`config.mk`:
```
export PLATFORM = sky130hd
export DESIGN_NAME = rx_readout_sched
export DESIGN_NICKNAME = d
export VERILOG_FILES = /design/src/rtl/rx_readout_sched.sv
export SDC_FILE = /design/constraint.sdc
export NUM_CORES = 1
export LEC_CHECK = 0
export CAP_MARGIN = 20
export CORE_MARGIN = 5
export CORE_UTILIZATION = 50
export CTS_CLUSTER_SIZE = 28
export DETAILED_ROUTE_END_ITERATION = 8
export DONT_BUFFER_PORTS = 1
export PLACE_DENSITY_LB_ADDON = 0.1
export SLEW_MARGIN = 25
export SYNTH_ARGS = -nofsm -noshare
export SYNTH_HDL_FRONTEND = slang
export SYNTH_SLANG_ARGS = --single-unit
export TNS_END_PERCENT = 100
```
`constraint.sdc`:
```
create_clock -name adc_clk -period 2.36 [get_ports adc_clk]
set_input_delay 0.354 -clock adc_clk [delete_from_list [all_inputs] [get_ports adc_clk]]
set_output_delay 0.354 -clock adc_clk [all_outputs]
set_load 0.02 [all_outputs]
```
`src/rtl/rx_readout_sched.sv`:
```
// Round-robin readout scheduler: grants one receiver channel at a time and streams its I/Q/high-byte words into the readout FIFO.
// Optional feature macro: RX_SCHED_WB_EN adds a strict-priority wideband request.
module rx_readout_sched #(
  parameter int unsigned NRX     = 8,
  parameter int unsigned RXN_W   = 4,
  parameter int unsigned WB_CHAN = 15
) (
  input  logic             adc_clk,
  input  logic             reset_n,
  input  logic [NRX-1:0]   rx_avail,
`ifdef RX_SCHED_WB_EN
  input  logic             rx_avail_wb,
`endif
  input  logic [15:0]      rx_dout,
  output logic [RXN_W-1:0] rx_sel,
  output logic             rd_getI,
  output logic             rd_getQ,
  output logic             rd_getWB,
  input  logic             wr_full,
  output logic             wr_en,
  output logic [15:0]      wr_data,
  output logic [NRX-1:0]   overrun,
  input  logic             ovr_clr,
  output logic [15:0]      count
);

  localparam int unsigned DW = 16;

  typedef enum logic [1:0] {
    IDLE = 2'd0,
    RD_I = 2'd1,
    RD_Q = 2'd2,
    RD_H = 2'd3
  } state_t;

  state_t           state_q, state_d;
  logic [NRX-1:0]   pend_q, pend_d;
  logic [NRX-1:0]   ovr_q, ovr_d;
  logic [RXN_W-1:0] ptr_q, ptr_d;
  logic [RXN_W-1:0] rx_sel_q, rx_sel_d;
  logic             rd_geti_q, rd_getq_q;
  logic             wr_en_q, wr_en_d;
  logic [DW-1:0]    wr_data_q, wr_data_d;
  logic [DW-1:0]    count_q, count_d;

  logic             grant_c;
  logic             grant_ch_c;
  logic             wb_req_c;
  logic             any_req_c;
  logic [RXN_W-1:0] rr_idx_c;
  logic [NRX-1:0]   clr_c;

  assign any_req_c  = (|pend_q) | wb_req_c;
  assign grant_ch_c = grant_c & ~wb_req_c;

  // Next-state logic; a grant is issued on every transition into RD_I.
  always_comb begin
    state_d = state_q;
    grant_c = 1'b0;
    case (state_q)
      IDLE: begin
        if (any_req_c) begin
          state_d = RD_I;
          grant_c = 1'b1;
        end
      end
      RD_I: if (!wr_full) state_d = RD_Q;
      RD_Q: if (!wr_full) state_d = RD_H;
      RD_H: begin
        if (!wr_full) begin
          if (any_req_c) begin
            state_d = RD_I;
            grant_c = 1'b1;
          end else begin
            state_d = IDLE;
          end
        end
      end
      default: state_d = IDLE;
    endcase
  end

  // Round-robin pick: lowest pending index above the pointer, else lowest pending overall.
  always_comb begin
    logic             hi_found;
    logic [RXN_W-1:0] hi_idx;
    logic [RXN_W-1:0] lo_idx;
    hi_found = 1'b0;
    hi_idx   = '0;
    lo_idx   = '0;
    for (int k = int'(NRX) - 1; k >= 0; k--) begin
      if (pend_q[k]) begin
        lo_idx = RXN_W'(k);
        if (k > int'(ptr_q)) begin
          hi_found = 1'b1;
          hi_idx   = RXN_W'(k);
        end
      end
    end
    rr_idx_c = hi_found ? hi_idx : lo_idx;
  end

  // Pending and sticky overrun bits; a new request beats a coincident clear.
  always_comb begin
    clr_c = '0;
    for (int k = 0; k < int'(NRX); k++) begin
      clr_c[k] = grant_ch_c && (rr_idx_c == RXN_W'(k));
    end
    pend_d = rx_avail | (pend_q & ~clr_c);
    ovr_d  = (ovr_clr ? '0 : ovr_q) | (rx_avail & pend_q & ~clr_c);
  end

  always_comb begin
    ptr_d     = grant_ch_c ? rr_idx_c : ptr_q;
    rx_sel_d  = rx_sel_q;
    if (grant_c) rx_sel_d = wb_req_c ? RXN_W'(WB_CHAN) : rr_idx_c;
    wr_en_d   = (state_q != IDLE) && !wr_full;
    wr_data_d = wr_en_d ? rx_dout : wr_data_q;
    count_d   = (state_q == RD_H && !wr_full) ? count_q + 16'd1 : count_q;
  end

  always_ff @(posedge adc_clk or negedge reset_n) begin
    if (!reset_n) begin
      state_q   <= IDLE;
      pend_q    <= '0;
      ovr_q     <= '0;
      ptr_q     <= RXN_W'(NRX - 1);
      rx_sel_q  <= '0;
      rd_geti_q <= 1'b0;
      rd_getq_q <= 1'b0;
      wr_en_q   <= 1'b0;
      wr_data_q <= '0;
      count_q   <= '0;
    end else begin
      state_q   <= state_d;
      pend_q    <= pend_d;
      ovr_q     <= ovr_d;
      ptr_q     <= ptr_d;
      rx_sel_q  <= rx_sel_d;
      rd_geti_q <= (state_d == RD_I);
      rd_getq_q <= (state_d == RD_Q);
      wr_en_q   <= wr_en_d;
      wr_data_q <= wr_data_d;
      count_q   <= count_d;
    end
  end

`ifdef RX_SCHED_WB_EN
  logic pend_wb_q, pend_wb_d;
  logic ovr_wb_q, ovr_wb_d;
  logic sel_wb_q, sel_wb_d;
  logic rd_getwb_q;

  assign wb_req_c = pend_wb_q;

  // Wideband request: strict priority, internal overrun only.
  always_comb begin
    pend_wb_d = rx_avail_wb | (pend_wb_q & ~grant_c);
    ovr_wb_d  = (ovr_clr ? 1'b0 : ovr_wb_q) | (rx_avail_wb & pend_wb_q & ~grant_c);
    sel_wb_d  = grant_c ? wb_req_c : sel_wb_q;
  end

  always_ff @(posedge adc_clk or negedge reset_n) begin
    if (!reset_n) begin
      pend_wb_q  <= 1'b0;
      ovr_wb_q   <= 1'b0;
      sel_wb_q   <= 1'b0;
      rd_getwb_q <= 1'b0;
    end else begin
      pend_wb_q  <= pend_wb_d;
      ovr_wb_q   <= ovr_wb_d;
      sel_wb_q   <= sel_wb_d;
      rd_getwb_q <= (state_d != IDLE) && sel_wb_d;
    end
  end

  assign rd_getWB = rd_getwb_q;
`else
  assign wb_req_c = 1'b0;
  assign rd_getWB = 1'b0;
`endif

  assign rx_sel  = rx_sel_q;
  assign rd_getI = rd_geti_q;
  assign rd_getQ = rd_getq_q;
  assign wr_en   = wr_en_q;
  assign wr_data = wr_data_q;
  assign overrun = ovr_q;
  assign count   = count_q;

endmodule

```
### Word level (Yosys, flattened, before mapping)

Cells that the tools add are included.

* word-level logic and storage cells: 98
* input port bits: 28
* flip-flop bits (word level): 61

* reductions and logical operators: 15
* add/subtract/negate cells: 1
* bitwise operators: 6
* eq/ne operators: 12
* magnitude comparators: 7
* mux-type cells: 47

Operator list (count)
* $mux W4: 20
* $and A8 B8 Y8: 3
* $mux W1: 17
* $add A16 B1 Y16 const B: 1
* $eq A4 B3 Y1 const B: 4
* $gt A3 B4 Y1 const A: 4
* $or A8 B8 Y8: 2
* $logic_and A1 B1 Y1: 10
* $mux W3: 3
* $eq A4 B2 Y1 const B: 2
* $gt A2 B4 Y1 const A: 2
* $mux W2: 4
* $mux W8: 1
* $not A8 Y8: 1
* $pmux W2 S4: 1
* $reduce_or A8 Y1: 1
* $eq A2 B2 Y1 const B: 3
* $eq A2 B1 Y1 const B: 2
* $eq A4 B1 Y1 const B: 1
* $gt A1 B4 Y1 const A: 1
* $logic_not A4 Y1: 1
* $logic_not A2 Y1: 1
* $pmux W1 S2: 1
* $reduce_bool A2 Y1: 1
* $logic_not A1 Y1: 1

### Longest topological paths before layout

Gate-level depths: netlist of the first run.

* word-level depth: 21
* depth in mapped cells: 8

### Worst setup path before layout of the first run

Ideal clock, no wire load.

* path kind: flip-flop to flip-flop
* from: register pend_q[0]
* to: register rx_sel_q[1], in the netlist rx_sel[1]
* required time: 2.241 ns
* period minus slack after synthesis: 2.033 ns
* path buffers: 1
* cell stages (with the launch flop): 6
* setup time: 0.119 ns
* slack: 0.327 ns
* arrival: 1.914 ns
* cells stage by stage: dfrtp_1 > or4_4 > or4b_4 > and2_4 > buf_6 > o21a_1

* longest elaborated chain between the ends: 4

Ends and longest elaborated chain
* start: declaration: RTL line 37 `logic [NRX-1:0] pend_q, pend_d;`
* start signal: assignment: RTL line 136 `pend_q <= pend_d;`
* $reduce_or A8 Y1: RTL line 53 `assign any_req_c = (|pend_q) | wb_req_c;`
* $mux W1: RTL line 62, 71
* $mux W1: RTL line 70 `if (!wr_full) begin`
* $pmux W1 S2: RTL line 60 `case (state_q)`
* end signal: assignment: RTL line 139 `rx_sel_q <= rx_sel_d;`
* end: declaration: RTL line 40 `logic [RXN_W-1:0] rx_sel_q, rx_sel_d;`

Several ways; a longest one is shown, not always the timed one.
A chain may end at the register's enable or synchronous reset.

### Worst setup path after layout of the first run

* from: register state_q[1]
* to: register ovr_q[4], in the netlist overrun[4]

* longest elaborated chain between the ends: 6

Ends and longest elaborated chain
* start: declaration: RTL line 36 `state_t state_q, state_d;`
* start signal: assignment: RTL line 135 `state_q <= state_d;`
* $eq A2 B2 Y1 / $logic_not A2 Y1 (equally long branches): RTL line 60
* $pmux W1 S2 *: RTL line 60
* $logic_and A1 B1 Y1 *: RTL line 107 `clr_c[k] = grant_ch_c && (rr_idx_c == RXN_W'(k));`
* $not A8 Y8 *: RTL line 110 `ovr_d = (ovr_clr ? '0 : ovr_q) | (rx_avail & pend_q & ~clr_c);`
* $and A8 B8 Y8 *: RTL line 110
* $or A8 B8 Y8 *: RTL line 110
* net ovr_d[4]: RTL line 38 `logic [NRX-1:0] ovr_q, ovr_d;`
* end signal: assignment: RTL line 137 `ovr_q <= ovr_d;`
* end: declaration: RTL line 38

The timed path passes the listed nets; every way through them passes the cells marked *.

==> results of run 1 <==
-- worst max-delay path, cell delays in order, from the launching register on --
cell	delay [ns]
dfrtp_1	0.40
inv_1	0.13
ha_1	0.21
inv_1	0.10
a21oi_1	0.32
nand2_2	0.14
a211oi_4	0.30
nand3_1	0.16
a32o_1	0.28
-- layout by cell type (no fill, tap or decap), types with 6 or more instances in the layout --
cell type,netlist,routed
a21o_1,6,6
a21oi_1,7,7
clkbuf_8,0,11
dfrtp_1,56,56
inv_1,10,10
mux2_2,17,17
nand2_1,13,13
nand3_1,10,10
nor2_1,13,13
xnor2_1,12,12
-- kinds of logic after synthesis --
logic type / synth area share, %
AO/OA/AOI/OAI: 15.42
flip-flops: 54.29
adder cells (fa/ha/maj): 2.295
AND/OR/NAND/NOR: 13.03
other: 0.1375
buffers and inverters: 2.983
XOR/XNOR: 4.819
multiplexers: 7.021
-- routing by layer --
metal | global-route usage [%] | up-vias | share of wire [%]
li1 | - | 854 | -
met1 | 20.54 | 865 | 43
met2 | 22.99 | 68 | 46
met3 | 7.404 | 10 | 9.1
met4 | 8.333 | 0 | 1.8
met5 | 0 | - | 0
-- repair_timing --
action | in CTS | in global routing
gates resized for setup | 0 | 1
endpoints found under the setup margin | 0 | 4
endpoints found under the hold margin | 59 | 0
hold buffers | 2 | 0
-- power breakdown --
| part | switching, uW | total [uW] | internal (uW) |
|---|---|---|---|
| combinational | 634 | 1230 | 591 |
| sequential | 653 | 2010 | 1360 |
| clock | 387 | 1030 | 646 |
-- flip-flops by register name, indices dropped and copies added, names as in the netlist, 2 cells and up --
register	flops
count	16
wr_data	16
overrun	8
pend_q	8
ptr_q	3
rx_sel	3
state_q	2
-- metrics by stage --
stage | power (uW) | std cells | cell area, sq um | utilization (%)
after floorplan | 2937 | 233 | 2730 | -
after global placement | 3202 | 301 | 2808 | 53.94
after detailed placement | 3222 | 301 | 2808 | 53.94
after CTS | 4301 | 318 | 3070 | 58.99
after global routing | 4561 | 318 | 3078 | 59.13
final | 4271 | 318 | 3078 | 59.13
-- path summary, 6_finish.rpt --
| kind | start | end | slack [ns] | cells after the start |
|---|---|---|---|---|
| worst max-delay path | state_q[1]$_DFF_PN0_ | overrun[4]$_DFF_PN0_ | 0.20 | 8 |
| worst min-delay path | rx_avail[5] | pend_q[5]$_DFF_PN0_ | 0.12 | 1 |
| worst max register to register | state_q[1]$_DFF_PN0_ | overrun[4]$_DFF_PN0_ | 0.20 | 8 |
| worst min register to register | ptr_q[0]$_DFFE_PN1P_ | ptr_q[0]$_DFFE_PN1P_ | 0.56 | 2 |
| max in group asynchronous | reset_n | ptr_q[2]$_DFFE_PN1P_ | 1.52 | 2 |
| min in group asynchronous | reset_n | count[2]$_DFFE_PN0P_ | 0.56 | 2 |
-- cell type report --
type | count | area, sq um
clock inverter | 4 | 73.82
timing repair buffer | 6 | 67.56
sequential | 59 | 1480
tap | 70 | 87.58
multi-input combinational | 157 | 1176
inverter | 11 | 41.29
fill | 446 | 2127
clock buffer | 11 | 151.4
==> metrics.md, run 1 <==
| Metric | Value |
|---|---|
| Final Cycle Share | 91.66% |
| Final GP Congestion | 0.8746 |
| Fin Hold WS | 0.1166 ns |
| Port bufs | 0 |
| Post-synth top cells | 56 x dfrtp_1, 17 x mux2_2, 13 x nand2_1, 13 x nor2_1, 12 x xnor2_1 |
| Peak supply drop | 0.0008136 V |
| Fin. Hold Viols | 0 |
| Syn avg cell area | 11.75 sq um |
| WP data required | 2.58 ns |
| Vias in the first global route | 1821 |
| Initial core utilization | 52.38% |
| Ports | 76 |
| Vias | 1797 |
| Most frequent cell after synthesis | dfrtp_1 |
| Initial antenna violation count | 0 |
| Register bit total from synthesis | 59 |
| Drt drc | 0 |
| First-pass GRT wire length | 9.108 mm |
| Async SR Flop Fraction | 100.0% |
| Antenna Nets Post-Route | 0 |
| GRT Residual Overflow | 0 |
| Post-CTS Setup Inserts | 0 |
| YS warnings | 0 |
| DRT Pass-1 Iters | 4 |
| Cells after synthesis | 232 |
| Setup WS pre-CTS | 0.1492 ns |
| Tmin final | 2.163 ns |
| Die width | 83.84 microns |
| Worst Setup End Kind | flip-flop |
| Largest net degree at the start of global routing | 60 |
| Setup Skew | 0.005868 ns |
| Final setup fails | 0 |
| Area growth syn-to-layout | 12.90% |
| Gr usage total | 16.17% |
| N_diodes | 0 |
| Cell type with the highest aggregate area in the netlist | dfrtp_1 |
| Startpoint Class | flip-flop |
| Critical Path Fanout Max | 6 |
| Setup slack after layout | 0.1969 ns |
| Layout cell share with drive strength beyond 1 | 21.77% |
| Fin. max-slew vios | 0 |
| Leakage power | 0.001311 uW |
| Hpwl dp | 3.755 mm |
| Clk sinks | 59 |
| DR vias/cell | 5.651 |
| Worst-skew pair later-pin latency | 0.33 ns |
| Worst Path Class, Setup | flip-flop to flip-flop |
| Setup TNS | 0 ns |
| Hold Crit Class | primary input to flip-flop |
| Synthesized area | 2726 sq um |
| DIE HEIGHT | 83.84 microns |
| Full die area | 7029 sq um |
| Synth top area cells | dfrtp_1 51%, mux2_2 7.0%, xnor2_1 3.9% |
| CTS clk-pin slew, worst paths | 0.07 ns |
| Crit path DAT | 2.38 ns |
| Power Dens Cells | 1388 nW/um^2 |
| Unrepaired setup endpoints after global routing | no |
| Bufs on Longest Clock Path | 2 |
| Rows | 26 |
| Max-Cap Viols | 0 |
| Fin nets | 277 |
| Post-synthesis sequential area ratio | 54.29% |
| WL/cell | 16.53 microns |
| Distinct cells, synth | 53 |
| Maximum clock frequency | 0.4623 GHz |
| Number of synthesized flops with an enable pin | 0 |
| DRT iter0 DRCs | 91 |
| Core Region | 5205 sq um |
| Root Buffer | clkbuf_8 |
| H-tree levels | 3 |
| CTS tree | yes |
| WL final | 5.257 mm |
| Status | finished clean |
| CTS buffer count | 9 |
| Main synth FF type | dfrtp_1 |
| Top-area cell type share of the netlist area | 51.40% |
Power figures use the tool's default switching activity.
==> inputs of run 2 (changes only) <==
--- a/config.mk
+++ b/config.mk
@@ -7,7 +7,7 @@
 export LEC_CHECK = 0
 export CAP_MARGIN = 20
 export CORE_MARGIN = 5
-export CORE_UTILIZATION = 50
+export CORE_UTILIZATION = 55
 export CTS_CLUSTER_SIZE = 28
 export DETAILED_ROUTE_END_ITERATION = 8
 export DONT_BUFFER_PORTS = 1
==> constraint.sdc (replaced) <==
create_clock -name adc_clk -period 1.85 [get_ports adc_clk]
set_input_delay 0.2775 -clock adc_clk [delete_from_list [all_inputs] [get_ports adc_clk]]
set_output_delay 0.2775 -clock adc_clk [all_outputs]
set_load 0.02 [all_outputs]
==> run 2 against run 1 <==
Net effect: the run now ends with setup timing left; sequential power increased by 24%; setup slack got worse by 0.39 ns; global-route usage is 5.4 points higher; total power grew 62%; fmax rose by 5.8%; cell count grew 15%; combinational power rose by 140%; first-iteration DRC count is 13% lower.
==> metrics.md, run 2 (synthesis gave the netlist of run 1 again) <==
| Metric | Value |
|---|---|
| Status | complete, but fails checks |
| Failing checks | setup timing |
| Ports | 76 (unchanged) |
| Fin Hold WS | 0.03531 ns (-0.08128 ns) |
| Largest net degree at the start of global routing | 60 (unchanged) |
| Most frequent cells in the layout | 56 x dfrtp_1, 46 x buf_4, 17 x mux2_2 |
| WP data required | 2.07 ns (-0.51 ns) |
| Max-Cap Viols | 0 (unchanged) |
| Final Util | 78.82% (+20 points) |
| WL final | 6.387 mm (+21%) |
| Root Buffer | clkbuf_8 |
| Setup slack after layout | -0.1949 ns (-0.3918 ns) |
| First-pass GRT wire length | 10.61 mm (+16%) |
| Critical Path Fanout Max | 5 (-1) |
| Leakage power | 0.001631 uW (+24%) |
| Port bufs | 0 (unchanged) |
| H-tree levels | 3 (unchanged) |
| P_sw | 2681 uW (+60%) |
| Clk sinks | 59 (unchanged) |
| Final Cycle Share | 110.5% (+19 points) |
| Switching Share | 38.68% (-0.50 points) |
| DIE HEIGHT | 80.41 microns (-4.1%) |
| Final GP Congestion | 0.8580 (-1.9%) |
| Vias in the first global route | 2197 (+21%) |
| CTS buffer count | 9 (unchanged) |
| Unrepaired setup endpoints after global routing | yes |
| Worst Setup End Kind | flip-flop |
| N_diodes | 0 (unchanged) |
| Core Region | 4755 sq um (-8.7%) |
| Crit path DAT | 2.27 ns (-0.11 ns) |
| Drt drc | 0 (unchanged) |
| Maximum clock frequency | 0.4890 GHz (+5.8%) |
| Vias | 2073 (+15%) |
| Peak supply drop | 0.001064 V (+31%) |
| Setup TNS | -2.854 ns (-2.854 ns) |
| Initial core utilization | 57.34% (+5.0 points) |
| Worst Path Class, Setup | flip-flop to flip-flop |
| Bufs on Longest Clock Path | 2 (unchanged) |
| Design area | 3747 sq um (+22%) |
| Hold Crit Class | primary input to flip-flop |
| Layout cell share with drive strength beyond 1 | 44.82% (+23 points) |
| DRT iter0 DRCs | 79 (-13%) |
| Commonest non-fill, non-tap cell in the layout | dfrtp_1 |
| Tmin final | 2.045 ns (-0.1182 ns) |
| Flop-to-flop setup slack | -0.19 ns (-0.39 ns) |
| Worst-skew pair later-pin latency | 0.33 ns (about the same) |
| Gr usage total | 21.58% (+5.4 points) |
| Fin. max-slew vios | 0 (unchanged) |
| Fin nets | 327 (+18%) |
| DR vias/cell | 5.664 (+0.23%) |
| WL/cell | 17.45 microns (+5.6%) |
| Setup WS pre-CTS | -0.2512 ns (-0.4004 ns) |
| Full die area | 6465 sq um (-8.0%) |
| Initial antenna violation count | 0 (unchanged) |
| Setup Skew | 0.008980 ns (+0.003112 ns) |
| Power Dens Cells | 1850 nW/um^2 (+33%) |
| Antenna Nets Post-Route | 0 (unchanged) |
| Post-DP Area | 3117 sq um (+11%) |
| Pint | 4251 uW (+64%) |
| DRT Pass-1 Iters | 4 (unchanged) |
| Fin. Hold Viols | 0 (unchanged) |
| CTS tree | yes |
| GRT Residual Overflow | 0 (unchanged) |
| Startpoint Class | flip-flop |
| Final setup fails | 26 (+26) |
| Reg power frac | 36.1% (-11 points) |
| CTS clk-pin slew, worst paths | 0.07 ns (about the same) |
| Die width | 80.41 microns (-4.1%) |
| Area growth syn-to-layout | 37.45% |
| Rows | 25 (-3.8%) |
| Hpwl dp | 4.610 mm (+23%) |
| Comb pwr share | 41.8% (+13 points) |
| Clk network pwr share | 22.1% (-2.1 points) |
run 2: cell count changes in the layout (fill, tap and decap cells not counted), sizes merged:
cell / change
bufinv: +2
clkbuf: -1
buf: +50
run 2: path summary, 6_finish.rpt:
check / start / to / cells after the start
hold reg to reg: pend_q[3]$_DFF_PN0_ / overrun[3]$_DFF_PN0_ / 2
setup reg to reg: pend_q[0]$_DFF_PN0_ / rx_sel[2]$_DFFE_PN0P_ / 6
max in group asynchronous: reset_n / ptr_q[2]$_DFFE_PN1P_ / 2
hold / removal: rx_avail[4] / pend_q[4]$_DFF_PN0_ / 1
min in group asynchronous: reset_n / count[3]$_DFFE_PN0P_ / 2
setup / recovery: pend_q[0]$_DFF_PN0_ / rx_sel[2]$_DFFE_PN0P_ / 6
run 2: final cells by class:
type / instances / area [sq um]
inverters: 11 / 43.79
multi-input cells: 157 / 1401
clock inverters: 6 / 137.6
repair buffers: 56 / 473.0
flip-flops and latches: 59 / 1480
well taps: 67 / 83.83
fillers: 298 / 1007
clock buffers: 10 / 127.6
run 2: repair_timing:
action	CTS	global route
setup buffers	8	7
hold buffers	2	0
endpoints found under the setup margin	25	32
resized for setup	22	23
endpoints found under the hold margin	59	0
pin swaps	21	16
run 2: power by group through the flow:
stage / Sequential, uW / Clock [uW] / Combinational [uW]
floorplan: 2430 / 0 / 1430
global placement: 2510 / 0 / 2070
detailed placement: 2530 / 0 / 2130
CTS: 2500 / 1550 / 2560
global route: 2550 / 1640 / 3110
finish: 2500 / 1530 / 2900
run 2: per-stage QoR:
step / std cells / power (uW)
after floorplan: 233 / 3866
after global placement: 334 / 4581
after detailed placement: 334 / 4660
after CTS: 360 / 6614
after global routing: 366 / 7310
final: 366 / 6932
run 2: metal layers:
layer	vias to the layer above	track usage, %	wire, microns
li1	959	-	-
met3	9	6.726	499
met1	1036	26.97	2674
met5	-	0	0
met4	0	7.601	78
met2	69	35.26	3135
run 2: worst max-delay path: stages (launching register included):
cell      delay [ns]
dfrtp_1         0.40
or4_4           0.55
or4b_4          0.56
nand2_4         0.10
a211oi_4        0.05
buf_4           0.14
a21o_1          0.14
==> inputs of run 3 (changes only) <==
--- a/config.mk
+++ b/config.mk
@@ -8,10 +8,12 @@
 export CAP_MARGIN = 20
 export CORE_MARGIN = 5
 export CORE_UTILIZATION = 55
+export CTS_BUF_LIST = sky130_fd_sc_hd__clkbuf_16
 export CTS_CLUSTER_SIZE = 28
 export DETAILED_ROUTE_END_ITERATION = 8
 export DONT_BUFFER_PORTS = 1
 export PLACE_DENSITY_LB_ADDON = 0.1
+export REMOVE_ABC_BUFFERS = 1
 export SLEW_MARGIN = 25
 export SYNTH_ARGS = -nofsm -noshare
 export SYNTH_HDL_FRONTEND = slang
==> run 3 against run 2 <==
Net effect: the flow still finishes with violations (setup timing); cell area up 2.4%; worst hold slack better by 0.017 ns; routed wire length up 12%; fmax down 0.97%.
==> metrics.md, run 3 (synthesis gave the netlist of run 1 again) <==
| Metric | Value |
|---|---|
| H-tree levels | 3 (unchanged) |
| Overall Power | 7296 uW (+5.2%) |
| Leakage power | 0.001682 uW (+3.1%) |
| Max-Cap Viols | 0 (unchanged) |
| Largest net degree at the start of global routing | 60 (unchanged) |
| Layout cell share with drive strength beyond 1 | 45.97% (+1.2 points) |
| Tmin final | 2.065 ns (+0.01996 ns) |
| Setup slack after layout | -0.2149 ns (-0.01996 ns) |
| Hold Crit Class | primary input to flip-flop |
| Unrepaired setup endpoints after global routing | yes |
| Full die area | 6465 sq um (unchanged) |
| Hold depth | 1 (unchanged) |
| Power Dens Cells | 1902 nW/um^2 (+2.8%) |
| Reg2Reg Depth | 6 (unchanged) |
| First-pass GRT wire length | 11.76 mm (+11%) |
| N_diodes | 0 (unchanged) |
| Die width | 80.41 microns (unchanged) |
| WL final | 7.159 mm (+12%) |
| Worst Setup End Kind | flip-flop |
| Clk sinks | 59 (unchanged) |
| Commonest non-fill, non-tap cell in the layout | dfrtp_1 |
| GRT Residual Overflow | 0 (unchanged) |
| Startpoint Class | flip-flop |
| Final setup fails | 26 (unchanged) |
| Final Cycle Share | 111.6% (+1.1 points) |
| Crit path DAT | 2.27 ns (about the same) |
| Initial core utilization | 57.34% (unchanged) |
| Filler Cell Count | 295 (-1.0%) |
| Critical Path Fanout Max | 8 (+3) |
| Placed Instances | 340 (+1.8%) |
| Vias | 2171 (+4.7%) |
| Fin nets | 327 (unchanged) |
| DR vias/cell | 5.948 (+5.0%) |
| CTS tree | yes |
| Bufs on Longest Clock Path | 2 (unchanged) |
| Failing checks | setup timing |
| Core Region | 4755 sq um (unchanged) |
| Worst-skew pair later-pin latency | 0.32 ns (about the same) |
| Most frequent cells in the layout | 56 x dfrtp_1, 45 x buf_4, 17 x mux2_2 |
| CTS buffer count | 9 (unchanged) |
| Fin. max-slew vios | 0 (unchanged) |
| CTS clk-pin slew, worst paths | 0.05 ns (-0.02 ns) |
| Initial antenna violation count | 0 (unchanged) |
| Gr usage total | 24.11% (+2.5 points) |
| Vias in the first global route | 2356 (+7.2%) |
| Port bufs | 0 (unchanged) |
| Area growth syn-to-layout | 40.71% |
| Hpwl dp | 4.762 mm (+3.3%) |
| Drt drc | 0 (unchanged) |
| Maximum clock frequency | 0.4843 GHz (-0.97%) |
| Status | complete, but fails checks |
| DRT Pass-1 Iters | 5 (+1) |
| Non-Filler Instances | 365 (-0.27%) |
| Final GP Congestion | 0.9008 (+5.0%) |
| Rows | 25 (unchanged) |
| DRT iter0 DRCs | 121 (+53%) |
| Setup Skew | 0.005223 ns (-0.003756 ns) |
| Antenna Nets Post-Route | 0 (unchanged) |
| DIE HEIGHT | 80.41 microns (unchanged) |
| Root Buffer | clkbuf_16 |
| Worst Path Class, Setup | flip-flop to flip-flop |
| Peak supply drop | 0.001388 V (+30%) |
| Fin. Hold Viols | 0 (unchanged) |
| Ports | 76 (unchanged) |
| WL/cell | 19.61 microns (+12%) |
| WP data required | 2.05 ns (-0.02 ns) |
-- run 3: routing by layer --
metal | global-route usage (%) | vias up | routed length (microns)
met5 | 0 | - | 0
met4 | 8.446 | 0 | 118
met3 | 8.744 | 14 | 585
met2 | 41.31 | 99 | 3709
met1 | 27.67 | 1101 | 2745
li1 | - | 957 | -
-- run 3: power breakdown --
part	total (uW)	switching (uW)	internal, uW	leakage, uW
logic	3100	1530	1560	0.000834
registers	2500	758	1740	0.000692
clock network	1700	544	1160	0.000156
-- run 3: cell type report --
class                      instances  area [sq um]  area share [%]
clock buffer                       9         225.2           5.871
tap                               67         83.83           2.185
inverter                          11         41.29           1.076
sequential                        59          1480           38.58
multi-input combinational        157          1438           37.48
clock inverter                     6         82.58           2.153
timing repair buffer              56         485.5           12.65
-- run 3: worst paths after layout --
kind | startpoint | end | slack (ns)
worst max register to register | ptr_q[1]$_DFFE_PN1P_ | overrun[0]$_DFF_PN0_ | -0.21
max in group asynchronous | reset_n | ptr_q[1]$_DFFE_PN1P_ | 1.06
worst min-delay path | rx_avail[6] | pend_q[6]$_DFF_PN0_ | 0.05
worst max-delay path | ptr_q[1]$_DFFE_PN1P_ | overrun[0]$_DFF_PN0_ | -0.21
min in group asynchronous | reset_n | count[13]$_DFFE_PN0P_ | 0.50
worst min register to register | count[15]$_DFFE_PN0P_ | count[15]$_DFFE_PN0P_ | 0.61
-- run 3: critical path, cell delays in order, from the launching register on --
cell	delay, ns
dfstp_2	0.64
nand3_2	0.13
a21boi_4	0.18
nor2b_4	0.23
o211ai_1	0.15
or3_1	0.35
a32o_1	0.26
-- run 3: timing repair --
item,in CTS,in global routing
cloned,0,0
gates resized for setup,42,15
hold endpoints to repair,59,0
endpoints found under the setup margin,26,29
pin swaps,29,16
setup buffers,6,4
hold buffers,2,0
-- run 3: metrics by stage --
step                      hold slack [ns]  worst slack [ns]  setup TNS [ns]  cell area (sq um)  utilization (%)
after floorplan                  -0.01809           -0.1281          -2.722               2690                -
after global routing              0.04679           -0.2685          -5.062               3836            80.68
final                             0.05278           -0.2149          -3.425               3836            80.68
after global placement           -0.01657           -0.2055          -2.777               3132            65.87
after CTS                         0.04473           -0.1878          -2.699               3752            78.92
after detailed placement         -0.01647           -0.2244          -3.539               3132            65.87
